<file path="src/rtl/branch_predictor_if.sv">
// +--------------------------------------------------------------------+
// | branch_predictor_if                                                |
// | Fetch lookup, execute training, invalidate and counter signals.    |
// | Rev 1.0 - initial release                                          |
// +--------------------------------------------------------------------+
`default_nettype none

interface branch_predictor_if #(
    parameter int DATA_WIDTH = 32
);
    logic                  en_f;
    logic [DATA_WIDTH-1:0] PC_f;
    logic                  predict_taken;
    logic [DATA_WIDTH-1:0] branch_target;
    logic                  upd_valid;
    logic [DATA_WIDTH-1:0] upd_PC;
    logic                  upd_taken;
    logic [DATA_WIDTH-1:0] upd_target;
    logic                  upd_mispredict;
    logic                  inv_req;
    logic                  inv_busy;
    logic [31:0]           lookup_cnt;
    logic [31:0]           mispredict_cnt;

    modport master (
        output en_f, PC_f, upd_valid, upd_PC, upd_taken, upd_target,
               upd_mispredict, inv_req,
        input  predict_taken, branch_target, inv_busy, lookup_cnt,
               mispredict_cnt
    );

    modport slave (
        input  en_f, PC_f, upd_valid, upd_PC, upd_taken, upd_target,
               upd_mispredict, inv_req,
        output predict_taken, branch_target, inv_busy, lookup_cnt,
               mispredict_cnt
    );
endinterface

`default_nettype wire

</file>
<file path="src/rtl/branch_predictor.sv">
// +--------------------------------------------------------------------+
// | branch_predictor                                                   |
// | Direct-mapped BTB with 2-bit counters and a sequential invalidate. |
// | Rev 1.0 - initial release                                          |
// +--------------------------------------------------------------------+
`default_nettype none

module branch_predictor #(
    parameter int DATA_WIDTH = 32,
    parameter int ENTRIES    = 16
) (
    input  logic              clk,
    input  logic              rst,
    branch_predictor_if.slave bus
);
    localparam int IDX_W = $clog2(ENTRIES);
    localparam int TAG_W = DATA_WIDTH - IDX_W - 2;

    typedef enum logic [0:0] {
        ST_IDLE = 1'b0,
        ST_INV  = 1'b1
    } state_t;

    logic                  r_valid  [ENTRIES];
    logic [1:0]            r_ctr    [ENTRIES];
    logic [TAG_W-1:0]      r_tag    [ENTRIES];
    logic [DATA_WIDTH-1:0] r_target [ENTRIES];

    state_t                r_state;
    logic [IDX_W-1:0]      r_ptr;
    logic                  r_inv_busy;
    logic [31:0]           r_lookup_cnt;
    logic [31:0]           r_mispredict_cnt;

    logic [IDX_W-1:0]      w_f_idx;
    logic [TAG_W-1:0]      w_f_tag;
    logic                  w_f_hit;
    logic [IDX_W-1:0]      w_u_idx;
    logic [TAG_W-1:0]      w_u_tag;
    logic                  w_u_hit;
    logic [1:0]            w_ctr_next;
    logic                  w_unused;

    assign w_f_idx = bus.PC_f[IDX_W+1:2];
    assign w_f_tag = bus.PC_f[DATA_WIDTH-1:IDX_W+2];
    assign w_f_hit = r_valid[w_f_idx] && (r_tag[w_f_idx] == w_f_tag);

    assign w_u_idx = bus.upd_PC[IDX_W+1:2];
    assign w_u_tag = bus.upd_PC[DATA_WIDTH-1:IDX_W+2];
    assign w_u_hit = r_valid[w_u_idx] && (r_tag[w_u_idx] == w_u_tag);

    // Instruction-aligned PCs never use the two low bits.
    assign w_unused = ^{bus.PC_f[1:0], bus.upd_PC[1:0]};

    always_comb begin
        w_ctr_next = r_ctr[w_u_idx];
        if (bus.upd_taken) begin
            if (r_ctr[w_u_idx] != 2'b11) w_ctr_next = r_ctr[w_u_idx] + 2'b01;
        end else begin
            if (r_ctr[w_u_idx] != 2'b00) w_ctr_next = r_ctr[w_u_idx] - 2'b01;
        end
    end

    assign bus.predict_taken  = w_f_hit & r_ctr[w_f_idx][1] & ~r_inv_busy;
    assign bus.branch_target  = w_f_hit ? r_target[w_f_idx] : '0;
    assign bus.inv_busy       = r_inv_busy;
    assign bus.lookup_cnt     = r_lookup_cnt;
    assign bus.mispredict_cnt = r_mispredict_cnt;

    always_ff @(posedge clk or negedge rst) begin
        if (!rst) begin
            for (int i = 0; i < ENTRIES; i++) begin
                r_valid[i]  <= 1'b0;
                r_ctr[i]    <= 2'b01;
                r_tag[i]    <= '0;
                r_target[i] <= '0;
            end
            r_state          <= ST_IDLE;
            r_ptr            <= '0;
            r_inv_busy       <= 1'b0;
            r_lookup_cnt     <= '0;
            r_mispredict_cnt <= '0;
        end else begin
            if (bus.en_f && !r_inv_busy) r_lookup_cnt <= r_lookup_cnt + 32'd1;
            // Counted even when the training update itself is dropped.
            if (bus.upd_valid && bus.upd_mispredict)
                r_mispredict_cnt <= r_mispredict_cnt + 32'd1;

            case (r_state)
                ST_IDLE: begin
                    if (bus.inv_req) begin
                        r_state    <= ST_INV;
                        r_ptr      <= '0;
                        r_inv_busy <= 1'b1;
                    end else if (bus.upd_valid) begin
                        if (w_u_hit) begin
                            r_ctr[w_u_idx] <= w_ctr_next;
                            if (bus.upd_taken) r_target[w_u_idx] <= bus.upd_target;
                        end else if (bus.upd_taken) begin
                            r_valid[w_u_idx]  <= 1'b1;
                            r_tag[w_u_idx]    <= w_u_tag;
                            r_target[w_u_idx] <= bus.upd_target;
                            r_ctr[w_u_idx]    <= 2'b10;
                        end
                    end
                end
                ST_INV: begin
                    r_valid[r_ptr] <= 1'b0;
                    r_ctr[r_ptr]   <= 2'b01;
                    r_ptr          <= r_ptr + IDX_W'(1);
                    if (r_ptr == IDX_W'(ENTRIES - 1)) begin
                        r_state    <= ST_IDLE;
                        r_inv_busy <= 1'b0;
                    end
                end
                default: begin
                    r_state    <= ST_IDLE;
                    r_inv_busy <= 1'b0;
                end
            endcase
        end
    end
endmodule

`default_nettype wire

</file>
<file path="src/flat_wrapper.sv">
// flat-port wrapper written by rule: the top's interface ports become plain ports
module branch_predictor_flat 
#(
    parameter int DATA_WIDTH = 32,
    parameter int ENTRIES    = 16
)
  (clk, rst, bus_en_f, bus_PC_f, bus_upd_valid, bus_upd_PC, bus_upd_taken, bus_upd_target, bus_upd_mispredict, bus_inv_req, bus_predict_taken, bus_branch_target, bus_inv_busy, bus_lookup_cnt, bus_mispredict_cnt);
  branch_predictor_if #(.DATA_WIDTH(DATA_WIDTH)) bus_i ();
  input  logic clk;
  input  logic rst;
  input wire logic [$bits(bus_i.en_f)-1:0] bus_en_f;
  input wire logic [$bits(bus_i.PC_f)-1:0] bus_PC_f;
  input wire logic [$bits(bus_i.upd_valid)-1:0] bus_upd_valid;
  input wire logic [$bits(bus_i.upd_PC)-1:0] bus_upd_PC;
  input wire logic [$bits(bus_i.upd_taken)-1:0] bus_upd_taken;
  input wire logic [$bits(bus_i.upd_target)-1:0] bus_upd_target;
  input wire logic [$bits(bus_i.upd_mispredict)-1:0] bus_upd_mispredict;
  input wire logic [$bits(bus_i.inv_req)-1:0] bus_inv_req;
  output wire logic [$bits(bus_i.predict_taken)-1:0] bus_predict_taken;
  output wire logic [$bits(bus_i.branch_target)-1:0] bus_branch_target;
  output wire logic [$bits(bus_i.inv_busy)-1:0] bus_inv_busy;
  output wire logic [$bits(bus_i.lookup_cnt)-1:0] bus_lookup_cnt;
  output wire logic [$bits(bus_i.mispredict_cnt)-1:0] bus_mispredict_cnt;
  assign bus_i.en_f = bus_en_f;
  assign bus_i.PC_f = bus_PC_f;
  assign bus_i.upd_valid = bus_upd_valid;
  assign bus_i.upd_PC = bus_upd_PC;
  assign bus_i.upd_taken = bus_upd_taken;
  assign bus_i.upd_target = bus_upd_target;
  assign bus_i.upd_mispredict = bus_upd_mispredict;
  assign bus_i.inv_req = bus_inv_req;
  assign bus_predict_taken = bus_i.predict_taken;
  assign bus_branch_target = bus_i.branch_target;
  assign bus_inv_busy = bus_i.inv_busy;
  assign bus_lookup_cnt = bus_i.lookup_cnt;
  assign bus_mispredict_cnt = bus_i.mispredict_cnt;
  branch_predictor #(.DATA_WIDTH(DATA_WIDTH), .ENTRIES(ENTRIES)) u_core (.clk(clk), .rst(rst), .bus(bus_i));
endmodule
</file>
<file path="config.mk">
export PLATFORM = sky130hd
export DESIGN_NAME = branch_predictor_flat
export DESIGN_NICKNAME = d
export VERILOG_FILES = /design/src/rtl/branch_predictor_if.sv /design/src/rtl/branch_predictor.sv /design/src/flat_wrapper.sv
export SDC_FILE = /design/constraint.sdc
export NUM_CORES = 2
export LEC_CHECK = 0
export CAP_MARGIN = 20
export CORE_ASPECT_RATIO = 1.2
export CORE_MARGIN = 4
export CORE_UTILIZATION = 65
export DETAILED_ROUTE_END_ITERATION = 8
export PLACE_DENSITY = 0.84
export SYNTH_ARGS = -nofsm -noshare
export SYNTH_HDL_FRONTEND = slang
export SYNTH_SLANG_ARGS = --single-unit
</file>
<file path="constraint.sdc">
create_clock -name clk -period 14.4 [get_ports clk]
set_input_delay 2.88 -clock clk [delete_from_list [all_inputs] [get_ports clk]]
set_output_delay 2.88 -clock clk [all_outputs]
set_load 0.05 [all_outputs]
</file>
Word level (Yosys, flattened, before mapping)
Cells that the tools add are included.
- register bits after elaboration: 1046
- logic and storage cells: 179
- bitwise operators: 18
- muxes and demuxes: 58
- add/subtract/negate cells: 5
- $lt $le $gt $ge: 5
- equal/unequal tests: 11
- reductions and logical operators: 13
- operator list (kind ; count):
    $bwmux 512 ; 1
    $bwmux 416 ; 1
    $mux 32 ; 8
    $bmux 26 s4 ; 2
    $mux 26 ; 5
    $bmux 32 s4 ; 1
    $demux 32 s4 ; 1
    $demux 26 s4 ; 1
    $add 32x1->32 const B ; 2
    $mux 16 ; 4
    $pmux 32 s2 ; 1
    $eq 26x26->1 ; 2
    $and 16x16->16 ; 3
    $not 16->16 ; 3
    $or 16x16->16 ; 3
    $bwmux 32 ; 1
    $pmux 16 s2 ; 1
    $mux 2 ; 9
    $bmux 2 s4 ; 2
    $demux 2 s4 ; 2
    $ge 5x5->1 const B ; 3
    $not 4->5 ; 3
    $ne 2x2->1 const B ; 7
    $lt 5x1->1 const B ; 2
    20 further kinds ; 42

Longest topological paths before layout
- word-level depth: 12
- mapped depth: 16

Least setup slack after synthesis
OpenSTA, ideal clock, no wires.
- path type: input to output
- start: input bus_PC_f[2]
- end: output bus_predict_taken
- arrival: 6912 ps
- path slack: 4608 ps
- stages on the path: 10
- cell sequence: clkbuf_1 buf_2 buf_1 mux4_2 mux4_2 xor2_1 nor4_1 nand4_1 clkbuf_1 nor3b_1
- cells in the longest elaborated chain, start to end: 8
- elaborated cells on any way between the ends: 14
- classes of those cells: eq/ne: 1; mux: 9; bitwise: 3; reduce/logical: 1
- RTL lines (what ; RTL line ; RTL):
    start: declaration ; flat_wrapper.sv:12 ; input wire logic [$bits(bus_i.PC_f)-1:0] bus_PC_f;
    $not 4->5 (implied by the code) (*) ; branch_predictor.sv:46, branch_predictor.sv:64 ;
    $bmux 26 s4 ; branch_predictor.sv:46 ; assign w_f_hit = r_valid[w_f_idx] && (r_tag[w_f_idx] == w_f_tag);
    $mux 26 (implied by the code) (2 in series) ; branch_predictor.sv:46 ;
    $eq 26x26->1 ; branch_predictor.sv:46 ;
    $logic_and 1x1->1 ; branch_predictor.sv:46 ;
    $and 1x1->1 (*) (2 in series) ; branch_predictor.sv:64 ; assign bus.predict_taken = w_f_hit & r_ctr[w_f_idx][1] & ~r_inv_busy;
    end: declaration ; flat_wrapper.sv:19 ; output wire logic [$bits(bus_i.predict_taken)-1:0] bus_predict_taken;
Mark *: on every way between the ends. The rest lies on a longest branch, timed or not. The select of a mux whose other input is x is not followed.

Worst setup path after layout
Ends and elaborated chain as after synthesis.

==> impl_metrics.csv <==
group,metric,value,unit
run_status,status,"complete, no violations",
clock_tree,clk_pin_slew,60,ps
cells_and_area,fillerInstances,4792,
logic_synthesis,synth_compound_area_share,1.89,%
die,die-width,268,µm
logic_synthesis,synth-simple-area-share,3.45,%
die,start_util,65.4,%
cells_and_area,final_nets,3532,
critical_path,cp.required,11520,ps
clock_tree,cts_setup_buffers,0,
route,avgRoutedWirePerCell,29.4,µm
clock_tree,h-tree-depth,3,
logic_synthesis,synth_cells,3354,
timing,fin_crit,10640,ps
clock_tree,clock_sinks,1046,
timing,slew_violations,0,
pwr,leakage,27.2,nW
logic_synthesis,synth_area_leader_cell,"dfrtp_1",
cells_and_area,multiInputGateArea,0.0250,mm²
critical_path,crit_path_max_fanout,79,
route,drc_errors,0,
route,num_vias,31500,
cells_and_area,drive_above_1_share,46.4,%
timing,slew_headroom,23.5,%
clock_tree,cts_resized,0,
timing,worstMarginPinSlew,1150,ps
die,coreArea,0.0804,mm²
die,num_rows,114,
logic_synthesis,ys_seq_area_share,49.8,%
global_routing,overflow,0,
place,dp_hpwl,77300,µm
run,drv_cap,0,
timing,finalSetupTns,0,ps
clock_tree,cts-root-buf,"clkbuf_16",
logic_synthesis,ys_async_sr_fraction,100,%
critical_path,cp-end-kind,"primary output",
die,chipHeight,320,µm
logic_synthesis,synth-main-ff-cell,"dfrtp_1",
clock_tree,cts_buffer_depth,3,
cells_and_area,seq_area,0.0262,mm²
pwr,power_density,122,mW/mm²
timing,finClkSkew,34.4,ps
critical_path,critPathArrivalTime,7760,ps
logic_synthesis,synth.top_cell.area_share,49.0,%
logic_synthesis,synth_edf_count,0,
logic_synthesis,syn_area,0.0526,mm²
timing,max_freq,94.0,MHz
hold_path,worst_hold_path_type,"flop to flop",
global_routing,grt_pass1_wl,208000,µm
route,vias_per_cell,6.90,
logic_synthesis,ys.warnings.count,0,
route,postRouteAntennaNets,0,
clock_tree,cts_tree,"built",
critical_path,start_kind,"input port",
timing,fin_crit_sh,73.9,%
logic_synthesis,synthesis.nets,3463,
die,die-area,0.0855,mm²
logic_synthesis,synth_xor_area_share,2.12,%
global_routing,grt_pass1_vias,34500,
logic_synthesis,synthMostInstantiatedCell,"dfrtp_1",
global_routing,antenna_found_initial,12,
route,first_pass_iters,6,
clock_tree,cts_made_buffers,102,
global_routing,grt_max_degree,193,
logic_synthesis,synth_top_family_by_area,"multiplexers",
clock_tree,clock_latency,700,ps
pwr,power.total,7.17,mW
logic_synthesis,synth.top_cells.by_count,"1030 x dfrtp_1, 750 x mux2_2, 388 x mux4_2, 190 x mux2_4, 165 x clkbuf_1",
critical_path,worstSetupPathType,"input port to primary output",
route,routed_wirelength,134000,µm
logic_synthesis,synthMuxAreaShare,39.8,%
timing,rsz0062_at_grt,"false",
timing,hold_viol,0,
clock_tree,holdBufCountCts,0,
logic_synthesis,syn_avg_cell_area,15.7,µm²
die,io_pins,201,
logic_synthesis,yosysUniqueCellTypes,66,
timing,fin_hold_ws,475,ps
logic_synthesis,ys_seq_elements,1046,
logic_synthesis,yosys-top-cells-area,"dfrtp_1 49%, mux4_2 17%, mux2_2 16%",
place,portBuffers,196,
pwr,ir_drop,0.113,mV
global_routing,grt_util_all_layers,31.9,%
place,place.gp.congestion,0.889,
timing,setup_viol,0,
route,drt_iter0_markers,3071,
cells_and_area,areaGrowthSynthToFinish,11.6,%
logic_synthesis,synthAdderAreaFrac,0.181,%
## worst paths after layout
kind                                                   to  cells after the start  slack [ps]                       from
worst max-delay path                    bus_predict_taken                     11        3760                bus_PC_f[2]
worst min-delay path            u_core.bus.lookup_cnt[31]                      1         480  u_core.bus.lookup_cnt[31]
worst max register to register          u_core.r_tag[405]                     10        9630          u_core.r_tag[254]
worst min register to register  u_core.bus.lookup_cnt[31]                      1         480  u_core.bus.lookup_cnt[31]
max in group asynchronous            u_core.r_target[136]                      4        8830                        rst
min in group asynchronous                u_core.r_tag[93]                      1        2230                        rst
## final cells by class
type                            instances  share of cell area, %
Sequential cell                      1046                   44.7
Clock buffer                          143                   5.13
Timing Repair Buffer                  251                   4.20
Clock inverter                         50                   1.04
Antenna cell                           10                 0.0427
Multi-Input combinational cell       2007                   42.6
Inverter                               15                 0.0960
Tap cell                             1044                   2.23
## metal layers
layer / track usage [%] / routed length [µm]
met1: 42.1 / 51300
met2: 53.1 / 68400
met3: 5.30 / 8850
met4: 13.6 / 5840
met5: 0 / 39
## power by group
part           switching, mW  leakage (nW)  internal (mW)  total, mW
registers              0.186          14.5           3.19       3.37
logic                  0.464          11.0          0.491      0.955
clock network           1.18          1.78           1.66       2.84
total                   1.83          27.2           5.34       7.17
## per-stage QoR
step                      cell area [µm²]  util [%]  cells  setup WS, ps
after floorplan                     52600         -   3354          4610
after global placement              54900      68.3   4359          3780
after detailed placement            55000      68.3   4360          3690
after CTS                           58600      72.8   4553          3660
after global routing                58700      72.9   4563          3430
final                               58700      72.9   4566          3760
## logic make-up after synthesis
kind of cell / after synthesis
AO/OA/AOI/OAI: 136
multiplexers: 1413
XOR/XNOR: 127
buffers and inverters: 301
flip-flops: 1046
adder cells (fa/ha/maj): 8
AND/OR/NAND/NOR: 323
## cells in the final DEF (no fill, tap or decap), drive strengths merged, types with 16 or more instances in the layout
cell	n
a22oi	33
nor2	58
clkinv	27
clkdlybuf4s50	188
nand4	21
nand2	86
mux2	940
xnor2	90
nand3	36
mux4	390
xor2	37
nor2b	43
mux2i	83
buf	62
clkbuf	144
dfstp	16
dfrtp	1030
inv	19
## sequential cells by signal, indices dropped and copies added, names as in the netlist
signal and count:
u_core.r_state 1, u_core.r_target 512, u_core.bus.inv_busy 1, u_core.r_ctr 32, u_core.bus.lookup_cnt 32, u_core.r_ptr 4, u_core.bus.mispredict_cnt 32, u_core.r_valid 16
u_core.r_tag 416
## worst max-delay path: stages
cell             delay [ps]
buf_8                   650
buf_12                  520
mux4_2                  590
mux4_2                  490
xnor2_1                 290
nand4_1                 220
nor4_1                  310
nand4_1                 130
buf_4                   320
nor3b_1                 290
clkdlybuf4s50_1         840
(Power assumes the default switching activity.)
